<file path="src/rtl/cordic_pkg.sv">
// rtl/cordic_pkg.sv - shared Q-format constants, fp32 fields, FSM encoding and CORDIC tables
package cordic_pkg;

  localparam int FRAC_Q230 = 30;
  localparam int FRAC_Q329 = 29;

  localparam logic [31:0] PI_Q29      = 32'h6487ED51;
  localparam logic [31:0] HALF_PI_Q29 = 32'h3243F6A9;
  localparam int          LAT         = 3;

  localparam int FP_SIGN_BIT = 31;
  localparam int FP_EXP_LSB  = 23;
  localparam int FP_EXP_W    = 8;
  localparam int FP_MAN_W    = 23;

  localparam int EXP_BIAS   = 127;
  localparam int EXP_MIN_NZ = 98;
  localparam int EXP_MAX    = 128;

  // Exponent at which mant24 already sits at Q3.29 scale (no shift needed).
  localparam int SHIFT_ZERO_EXP = EXP_BIAS - (FRAC_Q329 - FP_MAN_W);

  typedef enum logic [1:0] {
    ST_IDLE,
    ST_UNPACK,
    ST_SHIFT,
    ST_FOLD
  } prep_state_t;

  localparam logic [31:0] CORDIC_GAIN_Q230 = 32'h26DD3B6A;
  localparam int          ATAN_N           = 8;

  // atan(2^-i) in Q2.30, truncated.
  function automatic logic [31:0] atan_lut(input logic [2:0] i);
    case (i)
      3'd0:    atan_lut = 32'h3243F6A8;
      3'd1:    atan_lut = 32'h1DAC6705;
      3'd2:    atan_lut = 32'h0FADBAFC;
      3'd3:    atan_lut = 32'h07F56EA6;
      3'd4:    atan_lut = 32'h03FEAB77;
      3'd5:    atan_lut = 32'h01FFD55B;
      3'd6:    atan_lut = 32'h00FFFAAA;
      default: atan_lut = 32'h007FFF55;
    endcase
  endfunction

endpackage

</file>
<file path="src/rtl/fp32_unpack_shift.sv">
// rtl/fp32_unpack_shift.sv - barrel-shifts a 24-bit fp32 significand to unsigned Q3.29
module fp32_unpack_shift
  import cordic_pkg::*;
(
  input  logic [23:0] mant24,
  input  logic [7:0]  exp_field,
  output logic [31:0] mag,
  output logic        underflow,
  output logic        overflow
);

  logic [7:0] lsh;
  logic [7:0] rsh;

  always_comb begin
    lsh       = exp_field - 8'(SHIFT_ZERO_EXP);
    rsh       = 8'(SHIFT_ZERO_EXP) - exp_field;
    underflow = exp_field < 8'(EXP_MIN_NZ);
    overflow  = exp_field > 8'(EXP_MAX);
    if (exp_field >= 8'(SHIFT_ZERO_EXP)) begin
      mag = {8'd0, mant24} << lsh;
    end else begin
      mag = {8'd0, mant24} >> rsh;
    end
  end

endmodule

</file>
<file path="src/rtl/cordic_cos_prep.sv">
// rtl/cordic_cos_prep.sv - fp32 angle to folded Q2.30 CORDIC z-input with cosine negate flag
module cordic_cos_prep
  import cordic_pkg::*;
(
  input  logic        clk,
  input  logic        reset,
  input  logic        clk_en,
  input  logic        start,
  input  logic [31:0] dataa,
  output logic [31:0] result,
  output logic        neg,
  output logic        range_err,
  output logic        busy,
  output logic        done
);

  prep_state_t state_q;
  prep_state_t state_d;

  logic [7:0]  exp_q;
  logic [22:0] frac_q;
  logic [23:0] mant24_q;
  logic        err_q;
  logic [31:0] mag_q;

  logic [31:0] shift_mag;
  logic        shift_unf;
  logic        shift_ovf;

  logic [31:0] fold_result;
  logic        fold_neg;
  logic        fold_err;

  // Cosine is even, so the sign bit never reaches the datapath.
  logic unused_sign;
  assign unused_sign = dataa[FP_SIGN_BIT];

  assign busy = (state_q != ST_IDLE);

  fp32_unpack_shift u_shift (
    .mant24    (mant24_q),
    .exp_field (exp_q),
    .mag       (shift_mag),
    .underflow (shift_unf),
    .overflow  (shift_ovf)
  );

  always_comb begin
    state_d = state_q;
    case (state_q)
      ST_IDLE:   if (start) state_d = ST_UNPACK;
      ST_UNPACK: state_d = ST_SHIFT;
      ST_SHIFT:  state_d = ST_FOLD;
      ST_FOLD:   state_d = ST_IDLE;
      default:   state_d = ST_IDLE;
    endcase
  end

  always_comb begin
    fold_result = '0;
    fold_neg    = 1'b0;
    fold_err    = err_q;
    if (!err_q) begin
      if (mag_q > PI_Q29) begin
        fold_err = 1'b1;
      end else if (mag_q > HALF_PI_Q29) begin
        fold_result = (PI_Q29 - mag_q) << 1;
        fold_neg    = 1'b1;
      end else begin
        fold_result = mag_q << 1;
      end
    end
  end

  always_ff @(posedge clk) begin
    if (reset) begin
      state_q   <= ST_IDLE;
      exp_q     <= '0;
      frac_q    <= '0;
      mant24_q  <= '0;
      err_q     <= 1'b0;
      mag_q     <= '0;
      result    <= '0;
      neg       <= 1'b0;
      range_err <= 1'b0;
      done      <= 1'b0;
    end else if (clk_en) begin
      state_q <= state_d;
      done    <= (state_q == ST_FOLD);
      case (state_q)
        ST_IDLE: begin
          if (start) begin
            exp_q  <= dataa[FP_EXP_LSB +: FP_EXP_W];
            frac_q <= dataa[FP_MAN_W-1:0];
          end
        end
        ST_UNPACK: begin
          mant24_q <= {exp_q != 8'd0, frac_q};
          err_q    <= exp_q > 8'(EXP_MAX);
        end
        ST_SHIFT: begin
          mag_q <= (shift_unf || shift_ovf) ? '0 : shift_mag;
          err_q <= err_q | shift_ovf;
        end
        ST_FOLD: begin
          result    <= fold_result;
          neg       <= fold_neg;
          range_err <= fold_err;
        end
        default: ;
      endcase
    end
  end

endmodule

</file>
<file path="config.mk">
export PLATFORM = sky130hd
export DESIGN_NAME = cordic_cos_prep
export DESIGN_NICKNAME = d
export VERILOG_FILES = /design/src/rtl/cordic_pkg.sv /design/src/rtl/fp32_unpack_shift.sv /design/src/rtl/cordic_cos_prep.sv
export SDC_FILE = /design/constraint.sdc
export NUM_CORES = 1
export LEC_CHECK = 0
export ABC_CLOCK_PERIOD_IN_PS = 3700
export CORE_ASPECT_RATIO = 1.2
export CORE_MARGIN = 2
export CORE_UTILIZATION = 48
export CTS_BUF_LIST = sky130_fd_sc_hd__clkbuf_16
export CTS_CLUSTER_SIZE = 20
export DETAILED_ROUTE_END_ITERATION = 12
export HOLD_SLACK_MARGIN = 0.08
export PLACE_DENSITY = 0.76
export SKIP_CTS_REPAIR_TIMING = 1
export SLEW_MARGIN = 25
export SYNTH_ARGS = -nofsm -noshare
export SYNTH_HDL_FRONTEND = slang
export SYNTH_SLANG_ARGS = --single-unit
</file>
<file path="constraint.sdc">
create_clock -name clk -period 3.7 [get_ports clk]
set_input_delay 0.37 -clock clk [delete_from_list [all_inputs] [get_ports clk]]
set_output_delay 0.37 -clock clk [all_outputs]
set_load 0.02 [all_outputs]
</file>
==> results.json <==
{
  "synthesis.area_mm2": 0.00856,
  "worstHoldPathCells": 3,
  "rows": 53,
  "port-buffer-count": 69,
  "area_growth_pct": 16.4,
  "num_antenna_cells": 0,
  "maxSlewViolCount": 0,
  "synth_top_area_cell": "dfxtp_1",
  "synth_top_area_share_pct": 29.0,
  "seq_area_frac_synth_pct": 29.0,
  "dp_hpwl_mm": 19.9,
  "grt_max_degree": 58,
  "synthArstFlopShare_pct": 0,
  "die_w_um": 126,
  "drtAntennaViolNets": 0,
  "syn_avg_cell_area_um2": 7.63,
  "fin_area_mm2": 0.00996,
  "htree_levels": 4,
  "ys_top_cells_by_area": "dfxtp_1 (29%), nand2_1 (10%), a21oi_1 (6.9%)",
  "critPathMostFrequentCell": "nand2_1",
  "place_congestion": 0.996,
  "synthCells": 1122,
  "critPathMaxFanout": 22,
  "hold_path.class": "in -> reg",
  "synthTopCellsByCount": "nand2_1 (234), dfxtp_1 (124), a21oi_1 (118)",
  "clk_path_buf_depth": 2,
  "clk_pin_slew_ns": 0.06,
  "vias": 8491,
  "dieHeight_um": 150,
  "slowest_delay_ns": 0.57,
  "finClkSkew_ns": 0.00975,
  "routed_wl_mm": 26.3,
  "insertion_delay_ns": 0.43,
  "synthFlopType": "dfxtp_1",
  "drive_gt1_share_pct": 12.3,
  "top_layer_used": "met4",
  "rsz0062_at_grt": "no",
  "crit_path_end_kind": "flip-flop",
  "total_power_mw": 3.51,
  "crit_slowest_cell": "or4_4",
  "numCtsBuffers": 17,
  "synth_fp_nets": 1168,
  "hold_viol": 0,
  "num_io_pins": 72,
  "drt-met1-wl_mm": 10.8,
  "grt_usage_pct": 28.1,
  "synth.distinct_cells": 76,
  "crit_required_ns": 4.05,
  "status": "complete, no violations",
  "cts_sinks": 124,
  "layout_min_cycle_time_ns": 3.06,
  "worstSetupStartpointType": "flip-flop",
  "fillers": 1720,
  "synth_edf_count": 0,
  "ys_warn_count": 0,
  "maxCapViolCount": 0,
  "tightest_slew_ns": 0.921,
  "root_buffer": "clkbuf_16",
  "peakVddDrop_v": 0.000320,
  "placedInstanceArea_mm2": 0.00941,
  "grt_pass1_vias": 7690,
  "setup_viol_count_final": 0,
  "yosys_register_bits": 124,
  "crit_chain": "or4_4, nor4_2, nand2_1, or4_1, a211oi_2, nand2_1, o21ai_1",
  "setup_tns_ns": 0,
  "drc": 0,
  "via_per_inst": 6.14,
  "antenna_found_initial": 0,
  "reg2regPathDepth": 7,
  "initial_core_util_pct": 48.9,
  "wl_per_cell_um": 19.0,
  "path_class": "reg -> reg",
  "maxSlewHeadroom_pct": 38.3,
  "die_area_mm2": 0.0189,
  "nNetsFinal": 1196,
  "leakagePower_nw": 3.32,
  "drtIter0Drc": 703,
  "grt_first_pass_wirelength_mm": 42.3,
  "cts_tree": "yes",
  "power.density_mw_per_mm2": 352,
  "hold_ws_ns": 0.436,
  "post-route-period-util_pct": 82.7,
  "critPathArrivalTime_ns": 3.41,
  "yosysMostFrequentCell": "nand2_1",
  "clock.fmax_mhz": 327,
  "met3WireLength_mm": 1.25,
  "firstDrtPassIters": 6,
  "met2WireLength_mm": 12.8,
  "coreArea_mm2": 0.0175,
  "gr-total-overflow": 0
}
[registers in the layout (all words and copies together), names as in the netlist]
signal     cells
mag_q         32
result        31
mant24_q      24
frac_q        23
exp_q          8
state_q        2
done           1
err_q          1
neg            1
range_err      1
[area by class of cell]
class / instances / area (um^2) / share of cell area (%)
Tap cell: 220 / 275 / 2.76
Clock buffer: 17 / 425 / 4.27
Clock inverter: 15 / 125 / 1.26
Multi-Input combinational cell: 886 / 5640 / 56.6
Inverter: 17 / 63.8 / 0.641
Sequential cell: 124 / 2480 / 24.9
Timing Repair Buffer: 104 / 948 / 9.52
[routing by layer]
metal	up-vias	GRT usage, %
li1	4117	-
met1	3960	34.1
met2	331	47.8
met3	83	3.94
met4	0	16.2
met5	-	0
[metrics by stage]
step | worst slack (ns) | utilization [%] | cells
2_1_floorplan | 0.188 | - | 1122
3_3_place_gp | 0.663 | 53.7 | 1351
3_5_place_dp | 0.619 | 53.7 | 1351
4_1_cts | 0.607 | 56.9 | 1383
5_1_grt | 0.416 | 56.9 | 1383
6_report | 0.642 | 56.9 | 1383
[worst max-delay path, delay by kind of cell, from the launching register on]
kind / cells / cell delay, ns
AND/OR/NAND/NOR: 5 / 2.03
AO/OA/AOI/OAI: 2 / 0.56
flip-flops: 1 / 0.39
[kinds of logic (layout without fill, tap and decap cells)]
logic type                 after synthesis  in the layout  share of synthesized area, %
xor gates and xnor gates                34             34                          3.48
AOI/OAI and AO/OA                      332            332                          23.8
other                                    1              1                        0.0438
adders and majority gates               10             10                          1.46
DFF                                    124            124                          29.0
muxes                                   93             93                          15.1
buffers and inverters                  112            153                          5.44
and+or+nand+nor                        416            416                          21.6
[where the power goes]
part           internal, mW  switching [mW]  total [mW]
clock                 0.919           0.668        1.59
sequential             1.36          0.0318        1.39
combinational         0.198           0.334       0.532
total                  2.48            1.03        3.51
[cells in the final DEF (no fill, tap or decap), types with 4 or more instances in the layout]
master           synthesis  layout
a211oi_1                13      13
a21boi_0                 5       5
a21o_1                   6       6
a21oi_1                118     118
a22oi_1                 11      11
a311oi_1                 7       7
a31oi_1                 18      18
and2_1                   5       5
buf_4                    2      35
clkbuf_16                0      17
clkdlybuf4s50_1          0      68
clkinvlp_4               0       5
dfxtp_1                124     123
ha_1                    10      10
inv_1                   16      17
mux2_2                  31      31
mux2i_1                 36      36
mux4_2                  26      26
nand2_1                234     234
nand2b_1                 5       5
nand3_1                 17      16
nand4_1                 12      12
nor2_1                  65      65
nor2b_1                  6       6
nor3_1                  30      30
nor4_1                   8       8
o211ai_1                 6       6
o21a_1                   7       7
o21ai_0                 67      67
o21ai_1                 20      20
o22ai_1                  6       6
o311ai_0                 5       4
o31ai_1                  5       5
o32ai_1                  4       4
or3_1                    7       7
or4_1                    4       4
xnor2_1                 19      17
xor2_1                  15      14
[worst paths after layout]
kind	startpoint	to	slack [ns]
worst max register to register	mag_q[24]	result[19]	0.64
worst min-delay path	reset	result[2]	0.44
worst max-delay path	mag_q[24]	result[19]	0.64
worst min register to register	result[10]	result[10]	0.44
No activity file was read; power rests on OpenSTA's default activity.
